$ cat src/rtl/uart_receiver.sv
// Serial-to-parallel receiver: one start bit, WORD_SIZE data bits MSB first, one stop bit.
// A single centre-of-bit sample per bit, taken from a two-flop synchronised copy of rx.
//
// state | meaning
// IDLE  | waiting for a falling edge on a line that has been seen high (armed)
// START | counting to the middle of the start bit to reject glitches
// DATA  | sampling WORD_SIZE data bits, one per BIT_TICKS
// STOP  | sampling the stop bit; emits valid or framing-error pulse
module uart_receiver #(
   parameter int WORD_SIZE  = 8,
   parameter int CLOCK_FREQ = 50000000,
   parameter int BAUD_RATE  = 9600
) (
   input  logic                 clk,
   input  logic                 rst,
   input  logic                 rx,
   output logic [WORD_SIZE-1:0] data_recv,
   output logic                 rx_valid_o,
   output logic                 rx_frame_err_o,
   output logic                 rx_busy_o
);

   localparam int BIT_TICKS = CLOCK_FREQ / BAUD_RATE;
   localparam int HALF      = BIT_TICKS / 2;
   localparam int CNT_W     = $clog2(BIT_TICKS + 1);
   localparam int BIT_W     = $clog2(WORD_SIZE + 1);

   typedef enum logic [1:0] {IDLE, START, DATA, STOP} state_t;

   state_t               state;
   logic                 sync1;
   logic                 sync2;
   logic                 armed;
   logic [CNT_W-1:0]     tick;
   logic [BIT_W-1:0]     bit_cnt;
   logic [WORD_SIZE-1:0] shift;

   always_ff @(posedge clk) begin
      if (rst) begin
         state          <= IDLE;
         sync1          <= 1'b0;
         sync2          <= 1'b0;
         armed          <= 1'b0;
         tick           <= '0;
         bit_cnt        <= '0;
         shift          <= '0;
         data_recv      <= '0;
         rx_valid_o     <= 1'b0;
         rx_frame_err_o <= 1'b0;
         rx_busy_o      <= 1'b0;
      end else begin
         sync1          <= rx;
         sync2          <= sync1;
         rx_valid_o     <= 1'b0;
         rx_frame_err_o <= 1'b0;
         case (state)
            IDLE: begin
               // armed guards against a line that was low at reset or after a framing error
               if (armed && !sync2) begin
                  state     <= START;
                  tick      <= '0;
                  rx_busy_o <= 1'b1;
               end else if (sync2) begin
                  armed <= 1'b1;
               end
            end
            START: begin
               if (tick == CNT_W'(HALF - 1)) begin
                  tick <= '0;
                  if (!sync2) begin
                     state   <= DATA;
                     bit_cnt <= '0;
                  end else begin
                     state     <= IDLE;
                     armed     <= 1'b0;
                     rx_busy_o <= 1'b0;
                  end
               end else begin
                  tick <= tick + 1'b1;
               end
            end
            DATA: begin
               if (tick == CNT_W'(BIT_TICKS - 1)) begin
                  tick  <= '0;
                  shift <= {shift[WORD_SIZE-2:0], sync2};
                  if (bit_cnt == BIT_W'(WORD_SIZE - 1)) begin
                     state <= STOP;
                  end else begin
                     bit_cnt <= bit_cnt + 1'b1;
                  end
               end else begin
                  tick <= tick + 1'b1;
               end
            end
            STOP: begin
               if (tick == CNT_W'(BIT_TICKS - 1)) begin
                  tick      <= '0;
                  state     <= IDLE;
                  armed     <= 1'b0;
                  rx_busy_o <= 1'b0;
                  if (sync2) begin
                     data_recv  <= shift;
                     rx_valid_o <= 1'b1;
                  end else begin
                     rx_frame_err_o <= 1'b1;
                  end
               end else begin
                  tick <= tick + 1'b1;
               end
            end
            default: begin
               state     <= IDLE;
               armed     <= 1'b0;
               rx_busy_o <= 1'b0;
            end
         endcase
      end
   end

endmodule

$ cat config.mk
export PLATFORM = sky130hd
export DESIGN_NAME = uart_receiver
export DESIGN_NICKNAME = d
export VERILOG_FILES = /design/src/rtl/uart_receiver.sv
export SDC_FILE = /design/constraint.sdc
export NUM_CORES = 1
export LEC_CHECK = 0
export ABC_AREA = 0
export CAP_MARGIN = 30
export CORE_MARGIN = 1.5
export CORE_UTILIZATION = 65
export CTS_BUF_LIST = sky130_fd_sc_hd__clkbuf_4
export CTS_CLUSTER_SIZE = 12
export DETAILED_ROUTE_END_ITERATION = 6
export PLACE_DENSITY = 0.87
export SLEW_MARGIN = 20
export SYNTH_ARGS = -nofsm -noshare
export SYNTH_HDL_FRONTEND = slang
export SYNTH_SLANG_ARGS = --single-unit
$ cat constraint.sdc
create_clock -name clk -period 3.4 [get_ports clk]
set_clock_uncertainty 0.15 [all_clocks]
set_input_delay 0.68 -clock clk [delete_from_list [all_inputs] [get_ports clk]]
set_output_delay 0.68 -clock clk [all_outputs]
set_load 0.01 [all_outputs]
# ---- Word-level counts from Yosys, hierarchy flattened
# Index checks and enable logic that the tools add are counted.
dict set report classes {
  addsub 2
  n_eq_ne 16
  mux 26
  bitwise 2
  n_reduce_logical 13
}
# op n
set ops {}
lappend ops {{$mux W13} 3}
lappend ops {{$pmux W13 S3} 1}
lappend ops {{$ne A2 B2 Y1 const B} 10}
lappend ops {{$mux W4} 4}
lappend ops {{$reduce_and A5 Y1} 3}
lappend ops {{$add A13 B1 Y13 const B} 1}
lappend ops {{$eq A13 B12 Y1 const B} 1}
lappend ops {{$eq A13 B13 Y1 const B} 1}
lappend ops {{$mux W2} 6}
lappend ops {{$mux W1} 8}
lappend ops {{$pmux W2 S4} 1}
lappend ops {{$pmux W4 S2} 1}
lappend ops {{$pmux W1 S3} 2}
lappend ops {{$reduce_and A6 Y1} 1}
lappend ops {{$add A4 B1 Y4 const B} 1}
lappend ops {{$eq A2 B2 Y1 const B} 2}
lappend ops {{$eq A4 B3 Y1 const B} 1}
lappend ops {{$reduce_and A3 Y1} 1}
lappend ops {{$reduce_bool A3 Y1} 1}
lappend ops {{$reduce_or A3 Y1} 1}
lappend ops {{$eq A2 B1 Y1 const B} 1}
lappend ops {{$logic_not A2 Y1} 1}
lappend ops {{$not A1 Y1} 2}
lappend ops {{$reduce_and A2 Y1} 1}
lappend ops {{other kinds (4)} 4}
dict set report word_totals {
  reg_bits 41
  in_bits 3
  output_inout_bits 11
  elab_cells 70
}

# ---- Longest topological paths before layout
dict set report logic_depth {
  depth_word 4
  mapped_depth 7
  depth_no_buf 6
}

# ---- Least setup slack after synthesis
# Ideal clock, no wire load.
dict set report synth_path {
  path_type {input to register}
  from {input port rst}
  to {register tick[3]}
  setup_time_ns 0.117
  arrival_ns 1.641
  required_time_ns 3.133
  setup_slack_ns 1.492
  stages 5
  path_buffers 2
  cell_sequence {clkbuf_1 -> nand2b_1 -> o32ai_4 -> buf_4 -> a22o_1}
}
# element line_no
set synth_lines {}
lappend synth_lines {{start: declaration} 15} ;# input logic rst,
lappend synth_lines {{end signal: assignment} 79} ;# tick <= tick + 1'b1;
lappend synth_lines {{end signal: assignment} 92} ;# tick <= tick + 1'b1;
lappend synth_lines {{end signal: assignment} 108} ;# tick <= tick + 1'b1;
lappend synth_lines {{end: declaration} 34} ;# logic [CNT_W-1:0] tick;

==> results.json <==
{
  "status": "finished clean",
  "grtUsageTotal_pct": 26.45,
  "p_int_mw": 0.7519,
  "final_nets": 220,
  "maxSlewHeadroom_pct": 33.44,
  "critPathKind": "in2reg",
  "p_seq_share_pct": 51.0,
  "cts-root-to-sink-buffers": 2,
  "die_h_um": 57.36,
  "power_frac_comb_pct": 8.1,
  "drive_gt1_share_pct": 8.796,
  "yosys_warnings": 0,
  "placementRows": 19,
  "cts-root-buf": "clkbuf_4",
  "hold_end": "sync2",
  "powerDensity_nw_per_um2": 462.9,
  "numCtsBuffers": 5,
  "arrival_ns": 2.70,
  "met2_usage_pct": 43.67,
  "setup_viol": 0,
  "boundaryPins": 14,
  "dieArea_um2": 3290,
  "crit_path_start_kind": "input pin",
  "synth.avg_cell_area_um2": 9.323,
  "worstPathRequired_ns": 3.55,
  "synth_cells": 206,
  "syn2layout_area_growth_pct": 10.88,
  "path_cells": "clkdlybuf4s50_1 > nor4_1 > a21oi_1 > mux2i_1",
  "port_buffers": 13,
  "grt_setup_unrepaired": "false",
  "power.switching_mw": 0.2339,
  "clock_sinks": 41,
  "drc": 0,
  "path_buf_inv": 1,
  "totalWireLength_um": 3951,
  "yosysUniqueCellTypes": 48,
  "drtPass1Iterations": 4,
  "post_cts_buffers": 0,
  "path_clk_slew_ns": 0.12,
  "synth-seq-cells": 41,
  "holdCritStartpoint": "sync1",
  "htreeDepth": 2,
  "die_x_um": 57.36,
  "postCtsHoldBufs": 0,
  "drt_iter0_drc": 117,
  "final_area_um2": 2130,
  "dpl-instance-area_um2": 2023,
  "netSwitchingFraction_pct": 23.73,
  "fmax_mhz": 392.1,
  "tightest_slew_ns": 0.9892,
  "clockPowerShare_pct": 40.9,
  "globalplace.congestion": 0.8220,
  "dpl.hpwl_um": 2679,
  "rr_endpoint": "tick[8]",
  "fill_cells": 180,
  "setup_tns_ns": 0,
  "hold_violations": 0,
  "antennaDiodeCount": 0,
  "fin_crit_ns": 2.551,
  "vdd_ir_drop_max_mv": 0.4852,
  "power_mw": 0.9859,
  "synth_nets": 211,
  "grt_pass1_vias": 1508,
  "crit_slowest_cell": "nor4_1",
  "final_common_cell": "dfxtp_1",
  "wl_per_cell_um": 16.00,
  "ys_seq_area_share_pct": 42.74,
  "async_flop_share_pct": 0,
  "slowest_delay_ns": 0.98,
  "hold_path_depth": 1,
  "cts_resized": 0,
  "via_per_inst": 6.364,
  "report.final.slew_viol_count": 0,
  "whs_ns": 0.3066,
  "grt_first_pass_wirelength_um": 6644,
  "ys.flop_type": "dfxtp_1",
  "cp-end-kind": "register",
  "fin_crit_sh_pct": 75.01,
  "coreArea_um2": 2781,
  "start_util_pct": 69.05,
  "crit_path_max_fanout": 18,
  "crit_family": "simple AND/OR/NAND/NOR gates",
  "synth_area_um2": 1921,
  "overflow": 0,
  "tritoncts": "yes",
  "synth-edff-count": 0,
  "ant_nets": 0,
  "grt_antenna_before_repair": 0,
  "r2r_cells": 6,
  "grt_max_degree": 21,
  "mostFrequentLayoutCells": "41 x dfxtp_1, 27 x nor2_1, 19 x mux2i_1",
  "clk_latency_ns": 0.36,
  "grt-busiest-layer": "met2",
  "rr_startpoint": "tick[0]",
  "hold_path_class": "reg2reg",
  "leakage_nw": 0.7759,
  "grtUsageMet3_pct": 7.710,
  "drv_cap": 0,
  "use_met1_pct": 31.90,
  "vias": 1572,
  "ff2ff_setup_slack_ns": 0.93
}
power by group through the flow:
stage               Sequential [mW]  Combinational (mW)  Clock, mW
finish                        0.503              0.0797      0.403
global route                  0.506              0.0863      0.428
CTS                           0.503              0.0789      0.406
detailed placement            0.514              0.0778          0
global placement              0.513              0.0733          0
floorplan                     0.509              0.0620          0
layout make-up:
class                      instances  area (um^2)  area share [%]
multi-input combinational        150         1015           47.65
tap                               31        38.79           1.821
clock inverter                     3        68.82           3.231
clock buffer                       5        37.54           1.763
sequential                        41        820.8           38.54
timing repair buffer              14        137.6           6.463
inverter                           3        11.26          0.5288
how the worst max path moves through the flow:
stage	start	to	slack, ns	cells after the start
global route	tick[0]	tick[8]	0.76	6
CTS	rst	tick[9]	0.92	4
finish	rst	tick[9]	0.85	4
global placement	rst	tick[3]	0.73	4
detailed placement	rst	tick[9]	0.54	4
floorplan	rst	tick[3]	1.49	5
cells in the mapped netlist (2+ instances only):
cell | instances | area share (%)
inv_1 | 3 | 0.59
a31oi_1 | 7 | 2.3
nor3_1 | 7 | 1.8
a22oi_1 | 2 | 0.78
mux2i_1 | 19 | 9.9
buf_2 | 2 | 0.52
buf_6 | 3 | 1.8
a21o_1 | 2 | 0.78
o21ai_0 | 6 | 1.6
ha_1 | 2 | 1.3
nand2_1 | 12 | 2.3
nor2b_1 | 5 | 1.6
nand4_1 | 5 | 1.6
nand2b_1 | 5 | 1.6
nand3b_1 | 3 | 1.2
a32oi_1 | 2 | 0.91
nor2_1 | 27 | 5.3
clkbuf_1 | 6 | 1.2
nand3_1 | 7 | 1.8
dfxtp_1 | 41 | 43
and4_4 | 2 | 1.2
a21oi_1 | 12 | 3.1
worst register-to-register path, stage by stage (launching register included):
cell and delay [ns]:
dfxtp_1 0.37, ha_1 0.27, nor3b_4 0.18, and4_4 0.19, o2bb2ai_1 0.67, or3b_1 0.42
a31oi_1 0.14
registers in the layout, summed over array words and instances, names as in the netlist, named ones only:
| signal | flops |
|---|---|
| armed | 1 |
| bit_cnt | 4 |
| data_recv | 8 |
| rx_busy_o | 1 |
| rx_frame_err_o | 1 |
| rx_valid_o | 1 |
| shift | 8 |
| state | 1 |
| sync1 | 1 |
| sync2 | 1 |
| tick | 13 |
metrics by stage:
| step | setup WS [ns] | util [%] | cells |
|---|---|---|---|
| after floorplan | 1.492 | - | 206 |
| after global placement | 0.7302 | 72.74 | 239 |
| after detailed placement | 0.5380 | 72.74 | 239 |
| after CTS | 0.9240 | 76.56 | 247 |
| after global routing | 0.7588 | 76.56 | 247 |
| final | 0.8495 | 76.56 | 247 |
cells by family after synthesis:
| family | Yosys count | synth area share, % |
|---|---|---|
| buffers and inverters | 15 | 4.430 |
| AND/OR/NAND/NOR | 89 | 26.25 |
| flip-flops | 41 | 42.74 |
| XOR/XNOR | 1 | 0.4561 |
| AO/OA/AOI/OAI | 39 | 14.92 |
| adder cells (fa/ha/maj) | 2 | 1.303 |
| multiplexers | 19 | 9.902 |
layer usage:
metal  wire length, um  share of wire (%)
met4                52                1.3
met5                 0                  0
met2              2013                 51
met3               194                4.9
met1              1692                 43
Power figures use the tool's default switching activity.
